### src/rtl/fq_sweep_ctrl.sv
// Frequency sweep sequencer: steps a divider's count from a start to a stop value,
// holding each count for a programmed number of divided-clock rising edges.
module fq_sweep_ctrl #(
  parameter int CNT_LEN  = 8,
  parameter int HOLD_LEN = 8
) (
  input  logic                clk,
  input  logic                rst,
  input  logic                start,
  input  logic                abort,
  input  logic [CNT_LEN-1:0]  cnt_start,
  input  logic [CNT_LEN-1:0]  cnt_stop,
  input  logic [CNT_LEN-1:0]  cnt_step,
  input  logic [HOLD_LEN-1:0] hold,
  input  logic                fq_clk,
  output logic [CNT_LEN-1:0]  cnt_out,
  output logic                fq_rst,
  output logic                busy,
  output logic                step_strobe,
  output logic                done,
  output logic                err
);

  typedef enum logic [1:0] {
    IDLE,
    ARM,
    RUN,
    FINISH
  } state_t;

  state_t              state_q;
  logic [CNT_LEN-1:0]  cntOut_q;
  logic [CNT_LEN-1:0]  stop_q;
  logic [CNT_LEN-1:0]  cntStep_q;
  logic [HOLD_LEN-1:0] hold_q;
  logic [HOLD_LEN-1:0] periodCnt_q;
  logic                fqRst_q;
  logic                busy_q;
  logic                stepStrobe_q;
  logic                done_q;
  logic                err_q;
  logic                syncS1_q;
  logic                syncS2_q;

  logic                rise_d;
  logic                cfgValid_d;
  logic [CNT_LEN:0]    nxtCnt_d;
  logic                stepOk_d;
  logic [HOLD_LEN-1:0] periodCnt_d;
  logic                holdHit_d;

  // The extra top bit of nxtCnt_d catches wrap-around past the count width.
  always_comb begin
    rise_d      = syncS1_q & ~syncS2_q;
    cfgValid_d  = (cnt_step != '0) && (hold != '0) && (cnt_start <= cnt_stop);
    nxtCnt_d    = {1'b0, cntOut_q} + {1'b0, cntStep_q};
    stepOk_d    = !nxtCnt_d[CNT_LEN] && (nxtCnt_d[CNT_LEN-1:0] <= stop_q);
    periodCnt_d = periodCnt_q + HOLD_LEN'(1);
    holdHit_d   = (periodCnt_d == hold_q);
  end

  always_ff @(posedge clk) begin
    if (rst) begin
      state_q      <= IDLE;
      cntOut_q     <= '0;
      stop_q       <= '0;
      cntStep_q    <= '0;
      hold_q       <= '0;
      periodCnt_q  <= '0;
      fqRst_q      <= 1'b1;
      busy_q       <= 1'b0;
      stepStrobe_q <= 1'b0;
      done_q       <= 1'b0;
      err_q        <= 1'b0;
      syncS1_q     <= 1'b0;
      syncS2_q     <= 1'b0;
    end else begin
      syncS1_q     <= fq_clk;
      syncS2_q     <= syncS1_q;
      stepStrobe_q <= 1'b0;
      done_q       <= 1'b0;
      err_q        <= 1'b0;

      case (state_q)
        IDLE: begin
          fqRst_q <= 1'b1;
          busy_q  <= 1'b0;
          if (start) begin
            if (cfgValid_d) begin
              stop_q      <= cnt_stop;
              cntStep_q   <= cnt_step;
              hold_q      <= hold;
              cntOut_q    <= cnt_start;
              periodCnt_q <= '0;
              busy_q      <= 1'b1;
              state_q     <= ARM;
            end else begin
              err_q <= 1'b1;
            end
          end
        end

        // Rises seen while the divider is still held in reset are simply dropped.
        ARM: begin
          if (abort) begin
            busy_q  <= 1'b0;
            fqRst_q <= 1'b1;
            state_q <= IDLE;
          end else begin
            fqRst_q <= 1'b0;
            state_q <= RUN;
          end
        end

        RUN: begin
          if (abort) begin
            busy_q  <= 1'b0;
            fqRst_q <= 1'b1;
            state_q <= IDLE;
          end else if (rise_d) begin
            if (holdHit_d) begin
              periodCnt_q <= '0;
              if (stepOk_d) begin
                cntOut_q     <= nxtCnt_d[CNT_LEN-1:0];
                stepStrobe_q <= 1'b1;
              end else begin
                done_q  <= 1'b1;
                busy_q  <= 1'b0;
                fqRst_q <= 1'b1;
                state_q <= FINISH;
              end
            end else begin
              periodCnt_q <= periodCnt_d;
            end
          end
        end

        FINISH: begin
          state_q <= IDLE;
        end

        default: begin
          state_q <= IDLE;
        end
      endcase
    end
  end

  assign cnt_out     = cntOut_q;
  assign fq_rst      = fqRst_q;
  assign busy        = busy_q;
  assign step_strobe = stepStrobe_q;
  assign done        = done_q;
  assign err         = err_q;

endmodule
### config.mk
export PLATFORM = sky130hd
export DESIGN_NAME = fq_sweep_ctrl
export DESIGN_NICKNAME = d
export VERILOG_FILES = /design/src/rtl/fq_sweep_ctrl.sv
export SDC_FILE = /design/constraint.sdc
export NUM_CORES = 1
export LEC_CHECK = 0
export ABC_CLOCK_PERIOD_IN_PS = 4000
export CAP_MARGIN = 15
export CORE_ASPECT_RATIO = 0.75
export CORE_MARGIN = 1
export CORE_UTILIZATION = 45
export CTS_BUF_LIST = sky130_fd_sc_hd__clkbuf_4
export DETAILED_ROUTE_END_ITERATION = 6
export PLACE_DENSITY = 0.65
export SLEW_MARGIN = 5
export SYNTH_ARGS = -nofsm -noshare
export SYNTH_HDL_FRONTEND = slang
export SYNTH_SLANG_ARGS = --single-unit
### constraint.sdc
create_clock -name clk -period 4 [get_ports clk]
set_clock_uncertainty 0.15 [all_clocks]
set_input_delay 1.2 -clock clk [delete_from_list [all_inputs] [get_ports clk]]
set_output_delay 1.2 -clock clk [all_outputs]
set_load 0.01 [all_outputs]
==> flow_metrics.tcl <==
set metrics [dict create \
    synth_edf_count 0 \
    yosys_warnings 0 \
    yosys-top-cells-area "dfxtp_1, ha_1, nand2_1" \
    portBuffers 49 \
    numClockSinks 49 \
    hp-class "reg2reg" \
    power_density_nw_per_um2 331.1 \
    relSlewSlack 0.5961 \
    reg2reg_depth 14 \
    start_util 0.4804 \
    hold_viol_final 0 \
    place_inst 518 \
    dr.first_iter.drc_count 130 \
    slowest_delay_ns 0.43 \
    maxSlewViolCount 0 \
    grt_pass1_vias 2706 \
    dp_hpwl_um 6295 \
    post-route-period-util 0.9422 \
    io_pins 50 \
    grt-ovfl-total 0 \
    cts_max_level 2 \
    layout.nets 511 \
    synthCells 397 \
    routabilityCongestion 0.9278 \
    yosysSeqAreaShare 0.3139 \
    final_cell_mix "nand2_1, dfxtp_1, clkdlybuf4s50_1, a21oi_1, ha_1" \
    arrival_ns 3.90 \
    ys_ff_latch 49 \
    die_h_um 74.18 \
    grt_usage 0.2323 \
    path_clk_slew_ns 0.15 \
    chipWidth_um 98.23 \
    antenna_cells 0 \
    insertion_delay_ns 0.38 \
    top_usage_layer "met2" \
    synth_top_area_share 0.3139 \
    status "complete, but fails checks" \
    seq_area_um2 980.9 \
    fp.coreArea_um2 6506 \
    r2r_start "cnt_out[0]" \
    fillers 618 \
    intPower_mw 0.8115 \
    min_from "stop_q[2]" \
    end_kind "flip-flop" \
    grt_use_met1 0.3412 \
    syn-mean-instance-area_um2 7.873 \
    placed_cell_area_um2 3721 \
    area_growth_pct 21.10 \
    crit_fanout 4 \
    cap_violations 0 \
    start_kind "flip-flop" \
    ys_async_sr_fraction 0 \
    r2r_slack_ns 0.23 \
    mostFrequentLayoutCell "nand2_1" \
    switching_share 0.3525 \
    drc 5 \
    finalSetupViolCount 0 \
    drtPass1Iterations 6 \
    drive_above_1_share 0.05393 \
    clockPowerShare 0.201 \
    worst_pin_slew_ns 0.6059 \
    ant_nets 0 \
    irDropWorstVdd_uv 179.0 \
    p_leak_nw 1.506 \
    syn-num-nets 464 \
    max_freq_mhz 265.3 \
    avgViaCountPerCell 5.584 \
    cts-root-buf "clkbuf_4" \
    synth_top_cell_by_area "dfxtp_1" \
    min_path_cells 2 \
    grt_setup_unrepaired "false" \
    cp.required_ns 4.13 \
    antenna_found_initial 0 \
    grt_pass1_wl_um 13250 \
    post_drt_wl_per_cell_um 15.45 \
    grtUsageMet3 0.04041 \
    grt_max_degree 27 \
    synth_ff_type "dfxtp_1" \
    syn_area_um2 3125 \
    fin_crit_ns 3.769 \
    global_route.usage.met2 0.3560 \
    crit_path_top_delay_cell "fa_1" \
    synth.distinct_cells 47 \
    dieArea_um2 7286 \
    rows 25 \
    wirelength_um 8125 \
    worst_r2r_endpoint "busy" \
    path_class "reg2reg" \
    cts_buffers 5 \
    seqPwrFrac 0.441 \
    multi_input_comb_area_um2 1972 \
    clock_path_buffers 2 \
    p_switching_mw 0.4418 \
    finalInstanceArea_um2 3785 \
    holdPathEnd "stop_q[2]" \
    final_cells 526 \
    cts_tree "done" \
    vias 2937 \
    cts_setup_buffers 0 \
    combPwrFrac 0.358 \
    hold_ws_ns 0.3228 \
    path_cells "ha_1 -> fa_1 -> a211oi_1 -> o21bai_1 -> a21oi_1 -> xnor2_1 -> ha_1 -> o21a_1 -> a21boi_0 -> nand3_1 -> a21o_1 -> a21oi_1 -> a211oi_1 -> mux2_1" \
    violations "DRC" \
]
[how the worst max path moves through the flow]
stage / startpoint / endpoint / slack (ns) / cells after the start
after floorplan: cnt_out[0] / busy / 0.65 / 14
after global placement: cnt_stop[2] / cnt_out[1] / 0.07 / 11
after detailed placement: cnt_stop[2] / cnt_out[3] / -0.003 / 10
after CTS: cnt_out[0] / cnt_out[6] / 0.24 / 15
after global routing: cnt_out[0] / busy / 0.01 / 14
final: cnt_out[0] / busy / 0.23 / 14
[stage by stage]
step / power (mW) / utilization / setup WS [ns] / setup TNS, ns
finish: 1.253 / 0.5817 / 0.2311 / 0
global placement: 0.9940 / 0.5719 / 0.07267 / 0
floorplan: 0.8368 / - / 0.6500 / 0
global route: 1.330 / 0.5817 / 0.01248 / 0
detailed placement: 1.003 / 0.5719 / -0.002940 / -0.002940
CTS: 1.251 / 0.5812 / 0.2422 / 0
[timing repair]
action                     CTS  global route
hold buffers                 0             0
setup endpoints to repair    0             1
resized for setup            0             1
[cells by family after synthesis]
kind of cell | count (synthesis) | synth area share
compound gates | 94 | 0.2046
xor+xnor | 13 | 0.03643
fa+ha+maj | 30 | 0.1225
flops | 49 | 0.3139
buf+inv | 46 | 0.05805
mux | 7 | 0.02282
simple gates | 158 | 0.2418
[sequential cells by signal, indices dropped and copies added (netlist names), 2 cells and up]
name,cells
cntStep_q,8
cnt_out,8
hold_q,8
periodCnt_q,8
state_q,2
stop_q,8
[cell usage after synthesis, types with 4 or more instances]
| library cell | instances |
|---|---|
| nand2_1 | 69 |
| dfxtp_1 | 49 |
| a21oi_1 | 40 |
| ha_1 | 29 |
| inv_1 | 28 |
| nor2_1 | 20 |
| nor3_1 | 17 |
| clkbuf_1 | 13 |
| o21ai_0 | 9 |
| nand3_1 | 8 |
| or3_1 | 8 |
| nand2b_1 | 7 |
| nand4_1 | 7 |
| xor2_1 | 7 |
| a211oi_1 | 6 |
| a311o_1 | 6 |
| mux2i_1 | 6 |
| xnor2_1 | 6 |
| nor2b_1 | 5 |
| nor4_1 | 5 |
| buf_2 | 4 |
| nor4b_1 | 4 |
[worst max-delay path, delay by kind of cell, from the launching register on]
kind / cells / cell delay (ns)
fa+ha+maj: 3 / 0.97
flops: 1 / 0.38
mux: 1 / 0.31
xor+xnor: 1 / 0.20
simple gates: 1 / 0.14
compound gates: 8 / 1.52
[power groups by stage]
stage	clock, mW	combinational [mW]	sequential [mW]
detailed placement	0	0.440	0.564
global route	0.274	0.497	0.558
finish	0.252	0.449	0.553
floorplan	0	0.277	0.560
global placement	0	0.431	0.563
CTS	0.256	0.442	0.553
[metal layers]
layer  share of wire  wire length (um)
met5               0                 0
met4          0.0055                45
met3           0.049               398
met2            0.40              3210
met1            0.55              4471
[final cells by class]
| cell class | instances | area share |
|---|---|---|
| Clock buffer | 7 | 0.01388 |
| Timing Repair Buffer | 58 | 0.1494 |
| Sequential cell | 49 | 0.2592 |
| Inverter | 28 | 0.02777 |
| Clock inverter | 1 | 0.001983 |
| Multi-Input combinational cell | 302 | 0.5210 |
| Tap cell | 81 | 0.02678 |
Note: power is estimated with default switching activity, not from simulation.
